===== config.mk =====
export PLATFORM = sky130hd
export DESIGN_NAME = spi_reg_master
export DESIGN_NICKNAME = d
export VERILOG_FILES = /design/src/rtl/spi_reg_master.sv
export SDC_FILE = /design/constraint.sdc
export NUM_CORES = 1
export LEC_CHECK = 0
export CORE_ASPECT_RATIO = 0.9
export CORE_MARGIN = 5
export CORE_UTILIZATION = 54
export DETAILED_ROUTE_END_ITERATION = 8
export PLACE_DENSITY = 0.84
export SLEW_MARGIN = 20
export SYNTH_ARGS = -nofsm -noshare
export SYNTH_HDL_FRONTEND = slang
export SYNTH_SLANG_ARGS = --single-unit

===== constraint.sdc =====
create_clock -name clk -period 5.23 [get_ports clk]
set_input_delay 1.569 -clock clk [delete_from_list [all_inputs] [get_ports clk]]
set_output_delay 1.569 -clock clk [all_outputs]
set_load 0.1 [all_outputs]

===== src/rtl/spi_reg_master.sv =====
// spi_reg_master: SPI initiator for 16-bit register-bank and pass-through frames.
// MISO readback is built only when SPI_REG_MASTER_READBACK_EN is defined.

module spi_reg_master #(
  parameter int CLK_DIV = 4
) (
  input  logic        clk,
  input  logic        rst_n,
  input  logic        cmd_valid,
  output logic        cmd_ready,
  input  logic        cmd_special,
  input  logic [7:0]  cmd_addr,
  input  logic [7:0]  cmd_val,
  output logic        rsp_valid,
  output logic [15:0] rsp_data,
  output logic        busy,
  output logic        sclk,
  output logic        cs_n,
  output logic        special_n,
  output logic        mosi,
  input  logic        miso
);

  localparam logic [2:0] S_IDLE  = 3'd0;
  localparam logic [2:0] S_SETUP = 3'd1;
  localparam logic [2:0] S_HI    = 3'd2;
  localparam logic [2:0] S_LO    = 3'd3;
  localparam logic [2:0] S_HOLD  = 3'd4;
  localparam logic [2:0] S_REL   = 3'd5;
  localparam logic [2:0] S_DONE  = 3'd6;

  localparam logic [7:0] H_LAST = 8'(CLK_DIV - 1);

  logic [2:0]  state_q, state_d;
  logic [7:0]  cnt_q, cnt_d;
  logic [4:0]  bit_q, bit_d;
  logic [15:0] tx_q, tx_d;
  logic        spec_q, spec_d;

  logic ready_q;
  logic sclk_q;
  logic cs_n_q;
  logic special_n_q;
  logic mosi_q;
  logic rsp_valid_q;

  logic phase_end;
  logic accept;
  logic cs_on;
  logic spec_on;
  logic cap_en;

  assign phase_end = (cnt_q == H_LAST);
  assign accept    = cmd_valid && ready_q;
  assign cap_en    = (state_q == S_HI) && phase_end;

  always_comb begin
    state_d = state_q;
    cnt_d   = phase_end ? 8'd0 : cnt_q + 8'd1;
    bit_d   = bit_q;
    tx_d    = tx_q;
    spec_d  = spec_q;
    unique case (state_q)
      S_IDLE, S_DONE: begin
        cnt_d = 8'd0;
        if (state_q == S_DONE)
          state_d = S_IDLE;
        if (accept) begin
          state_d = S_SETUP;
          bit_d   = 5'd0;
          tx_d    = {cmd_addr, cmd_val};
          spec_d  = cmd_special;
        end
      end
      S_SETUP: begin
        if (phase_end)
          state_d = S_HI;
      end
      S_HI: begin
        if (phase_end) begin
          state_d = S_LO;
          tx_d    = {tx_q[14:0], 1'b0};
          bit_d   = bit_q + 5'd1;
        end
      end
      S_LO: begin
        if (phase_end)
          state_d = (bit_q == 5'd16) ? S_HOLD : S_HI;
      end
      S_HOLD: begin
        if (phase_end)
          state_d = S_REL;
      end
      S_REL: begin
        if (phase_end)
          state_d = S_DONE;
      end
      default: begin
        state_d = S_IDLE;
        cnt_d   = 8'd0;
      end
    endcase
  end

  // SPECIAL stays asserted through RELEASE so it brackets the CS rise.
  assign cs_on = (state_d == S_SETUP) || (state_d == S_HI) ||
                 (state_d == S_LO) || (state_d == S_HOLD);
  assign spec_on = spec_d && (cs_on || (state_d == S_REL));

  always_ff @(posedge clk or negedge rst_n) begin
    if (!rst_n) begin
      state_q <= S_IDLE;
      cnt_q   <= 8'd0;
      bit_q   <= 5'd0;
      tx_q    <= 16'd0;
      spec_q  <= 1'b0;
    end else begin
      state_q <= state_d;
      cnt_q   <= cnt_d;
      bit_q   <= bit_d;
      tx_q    <= tx_d;
      spec_q  <= spec_d;
    end
  end

  always_ff @(posedge clk or negedge rst_n) begin
    if (!rst_n) begin
      ready_q     <= 1'b0;
      sclk_q      <= 1'b0;
      cs_n_q      <= 1'b1;
      special_n_q <= 1'b1;
      mosi_q      <= 1'b0;
      rsp_valid_q <= 1'b0;
    end else begin
      ready_q     <= (state_d == S_IDLE) || (state_d == S_DONE);
      sclk_q      <= (state_d == S_HI);
      cs_n_q      <= ~cs_on;
      special_n_q <= ~spec_on;
      mosi_q      <= cs_on ? tx_d[15] : 1'b0;
      rsp_valid_q <= (state_d == S_DONE);
    end
  end

`ifdef SPI_REG_MASTER_READBACK_EN
  logic [15:0] rx_q;
  logic [15:0] rsp_q;

  always_ff @(posedge clk or negedge rst_n) begin
    if (!rst_n) begin
      rx_q  <= 16'd0;
      rsp_q <= 16'd0;
    end else begin
      if (cap_en)
        rx_q <= {rx_q[14:0], miso};
      if ((state_q == S_REL) && (state_d == S_DONE))
        rsp_q <= rx_q;
    end
  end

  assign rsp_data = rsp_q;
`else
  logic unused_rb;
  assign unused_rb = miso ^ cap_en;
  assign rsp_data  = 16'd0;
`endif

  assign cmd_ready = ready_q;
  assign busy      = ~ready_q;
  assign sclk      = sclk_q;
  assign cs_n      = cs_n_q;
  assign special_n = special_n_q;
  assign mosi      = mosi_q;
  assign rsp_valid = rsp_valid_q;

endmodule


Word-level counts from Yosys, hierarchy flattened --
Index checks and enable logic that the tools add are counted. W data, S select, Z words.
Operators by class: add/subtract/negate cells 2, reductions and logical operators 13, equal/unequal tests 16, mux-type cells 20, magnitude comparators 0, multipliers 0, bitwise gates (word level) 3, div/mod/pow operators 0, shift-type cells 0
Operators by type and width (number):
- $mux W16 | 2
- $pmux W16 S2 | 1
- $mux W3 | 8
- $eq A3 B3 Y1 const B | 6
- $pmux W3 S6 | 1
- $mux W8 | 2
- $eq A3 B2 Y1 const B | 4
- $mux W5 | 2
- $pmux W5 S2 | 1
- $add A8 B1 Y8 const B | 1
- $eq A8 B2 Y1 const B | 1
- $eq A3 B1 Y1 const B | 2
- $logic_not A3 Y1 | 2
- $add A5 B1 Y5 const B | 1
- $eq A5 B5 Y1 const B | 1
- $logic_or A1 B1 Y1 | 5
- $reduce_or A5 Y1 | 1
- $ne A2 B2 Y1 const B | 2
- $mux W1 | 3
- $not A1 Y1 | 3
- $reduce_and A3 Y1 | 1
- $logic_and A1 B1 Y1 | 2
- $reduce_bool A2 Y1 | 1
- $reduce_or A2 Y1 | 1
Storage, ports and cells: latch bits 0, memories kept 0, memory bits (writable) 0, memory bits (read-only) 0, input port bits 21, logic and storage cells 66, flip-flop bits (word level) 39, output and inout port bits 23

Depth between registers and ports, before layout --
depth in word-level cells 11, mapped depth 7, gate-level depth less buffers 6

Worst setup path before layout --
No wires, ideal clock.
path kind reg2out, from register ready_q (netlist: cmd_ready), to output port busy, cell stages (with the launch flop) 2, required time 3661 ps, path slack 2058 ps, arrival 1603 ps, buffers on the path 0, path through dfrtp_1 inv_1
Between the ends: cells in the longest elaborated chain, start to end 1
RTL lines:
- start, declared | RTL line 40 | logic ready_q;
- start signal, assigned | RTL line 135 | ready_q <= (state_d == S_IDLE) || (state_d == S_DONE);
- $not A1 Y1 | RTL line 168 | assign busy = ~ready_q;
- end, declared | RTL line 16 | output logic busy,
Every way passes these cells.

Worst setup path after layout --
from register cs_n_q (netlist: cs_n), to output port cs_n
RTL lines:
- start, declared | RTL line 42 | logic cs_n_q;
- start signal, assigned | RTL line 137 | cs_n_q <= ~cs_on;
- end, declared | RTL line 18 | output logic cs_n,
No word-level cell between the ends.

==> metrics.md <==
| Metric | Value |
|---|---|
| Status | complete, no violations |
| Synth top area share | 0.459 |
| Power share of the clock group | 0.173 |
| Design Area, Final | 2320 sq um |
| Final Cycle Share | 0.667 |
| Met1 global-route usage | 0.212 |
| Clock Sinks | 39 |
| I/O Buffers | 26 |
| CP arrival | 1.92 ns |
| Top_reg_cell synth | dfrtp_1 |
| Psw | 0.560 mW |
| P&R area growth vs syn | 15.1% |
| Count of yosys warnings during synthesis | 0 |
| Crit Path Category | flop to output pin |
| Starting Density | 0.553 |
| Rel. slew slack | 0.309 |
| Die width | 74.4 um |
| Latest clock arrival within the worst-skew pair | 0.28 ns |
| Critical path's top delay family | buffers and inverters |
| Switch share | 0.441 |
| Crit Path Max Fanout | 1 |
| Critical Path, Cell by Cell | clkdlybuf4s50_1 |
| Detail Route Antenna Nets | 0 |
| Row cnt | 21 |
| Synth cell count leaders | 37 x dfrtp_1, 22 x inv_1, 19 x buf_4, 18 x o21ai_0, 14 x a22oi_1 |
| DRT Wirelength | 3720 um |
| Final slew viol count | 0 |
| Vias in the first global route | 1400 |
| Largest vdd supply drop | 0.243 mV |
| Routed via count | 1482 |
| Number of synthesized flops with an enable pin | 0 |
| Avg Cell Area, Syn | 9.61 sq um |
| Seq/Total Area, Yosys | 0.485 |
| First-pass GRT wire length | 6400 um |
| Worst Setup End Kind | output pin |
| Post-CTS Setup Bufs | 0 |
| LEAKAGE | 1.03 nW |
| Clk pin slew, worst setup/hold paths | 0.07 ns |
| GP Congestion | 0.769 |
| Skew final | 0.00425 ns |
| Final hold vios | 0 |
| # diodes | 0 |
| Slowest library cell on the worst path | clkdlybuf4s50_1 |
| Clk buf depth | 2 |
| Actual slew at the worst max-slew pin | 1.03 ns |
| Die ar. | 5060 sq um |
| CP bufs+invs | 1 |
| CTS Root Cell | clkbuf_8 |
| Synth cell types | 40 |
| CP max stage delay | 1.12 ns |
| RSZ-0062 raised after global routing | no |
| Worst endpoint required time | 3.66 ns |
| Initial antenna violation count | 0 |
| Routed wire length per instance | 13.3 um |
| Max Clk Rate | 286 MHz |
| Global Route met2 Usage | 0.269 |
| GRT overflow | 0 |
| GRT busiest layer | met2 |
| Internal power | 0.710 mW |
| CTS Buf Count | 5 |
| Final min period | 3.49 ns |
| Syn Inst Count | 210 |
| Cell Pwr Density | 547 nW/um^2 |
| H-tree lvl count | 2 |
| Final setup fails | 0 |
| Total core area | 3650 sq um |
| Seq pwr share | 0.416 |
| Met3 usage | 0.0411 |
| Max Cap Viol | 0 |
| TritonCTS clock tree | built |
| DRC Markers | 0 |
| Detailed Route Iter0 Violations | 99 |
| FFs w/ async S/R, synth | 1.00 |
| Combinational Power Share | 0.411 |
| Cts hold-fix bufs | 0 |
| Seq cells post-synth | 39 |
| Dominant cell type by area after synthesis | dfrtp_1 |
| Nets | 257 |
| Crit start category | flop |
| Dpl hpwl | 2600 um |
| I/O pin count | 44 |
| GRT Total Usage | 0.165 |
| DRT Pass-1 Iters | 4 |
| DR vias/cell | 5.29 |
| Synthesized cell area | 2020 sq um |
| Count leader, synth | dfrtp_1 |
| Hold slack | 0.501 ns |
| Hold WC Path Type | flop to flop |
| Post-CTS Resized | 0 |
| Die Ht | 68.0 um |
| Layout cells sized above 1 | 0.0769 |
| Placed inst area | 2220 sq um |
| Largest net degree at the start of global routing | 40 |
| Sum of negative setup slack | 0 ns |
| Largest cells by area after synthesis | dfrtp_1 46%, buf_4 7.1%, a22oi_1 5.2%, o21ai_0 4.5%, inv_1 4.1% |
## path summary, 6_finish.rpt
kind	start	to	slack, ns	cells after the start
max in group asynchronous	rst_n	bit_q[3]	3.33	1
worst max register to register	state_q[0]	special_n	2.96	4
min in group asynchronous	rst_n	cnt_q[1]	1.38	1
worst min register to register	spec_q	spec_q	0.50	1
worst min-delay path	spec_q	spec_q	0.50	1
worst max-delay path	cs_n	cs_n	1.74	1
## layout by cell type (no fill, tap or decap), types with 4 or more instances in the layout
cell type / count
dfrtp_1: 37
clkdlybuf4s50_1: 25
inv_1: 22
o21ai_0: 18
conb_1: 16
a22oi_1: 14
nand2_1: 13
nand3_1: 12
nor2_1: 12
clkbuf_8: 7
and3_1: 6
xor2_1: 6
nand4_1: 5
a21oi_1: 4
## routing by layer
metal  wire (um)  vias to the layer above
met1        1630                      709
li1            -                      735
met5           0                        -
met4          53                        0
met2        1860                       31
met3         181                        7
## power groups by stage
stage	Combinational [mW]	Clock (mW)	Sequential [mW]
finish	0.522	0.220	0.528
global route	0.573	0.243	0.548
CTS	0.527	0.228	0.527
detailed placement	0.522	0	0.533
global placement	0.512	0	0.526
floorplan	0.353	0	0.594
## registers in the layout, indices dropped and copies added, names as in the netlist
name,flops
cnt_q,8
spec_q,1
bit_q,5
rsp_valid,1
state_q,3
cs_n,1
cmd_ready,1
mosi,1
tx_q,16
sclk,1
special_n,1
## cell type report
| cell class | instances | area [sq um] |
|---|---|---|
| inverter | 22 | 82.6 |
| timing repair buffer | 26 | 255 |
| multi-input combinational | 139 | 846 |
| tap | 46 | 57.6 |
| sequential | 39 | 978 |
| clock inverter | 1 | 7.51 |
| fill | 310 | 1330 |
| clock buffer | 7 | 96.3 |
## per-stage QoR
stage / instances / util / setup slack, ns / power [mW]
global placement: 272 / 0.608 / 1.71 / 1.04
CTS: 280 / 0.636 / 1.72 / 1.28
global route: 280 / 0.636 / 1.69 / 1.36
detailed placement: 272 / 0.608 / 1.74 / 1.06
finish: 280 / 0.636 / 1.74 / 1.27
floorplan: 225 / - / 2.06 / 0.947
## logic make-up (layout without fill, tap and decap cells)
group	after synthesis	after routing	synth area share
AND/OR/NAND/NOR	65	65	0.182
AO/OA/AOI/OAI	47	47	0.153
buffers and inverters	47	56	0.124
flip-flops	39	39	0.485
XOR/XNOR	7	7	0.0304
adder cells (fa/ha/maj)	3	3	0.0186
other	1	16	0.00186
multiplexers	1	1	0.00558
No activity file was read; power rests on OpenSTA's default activity.
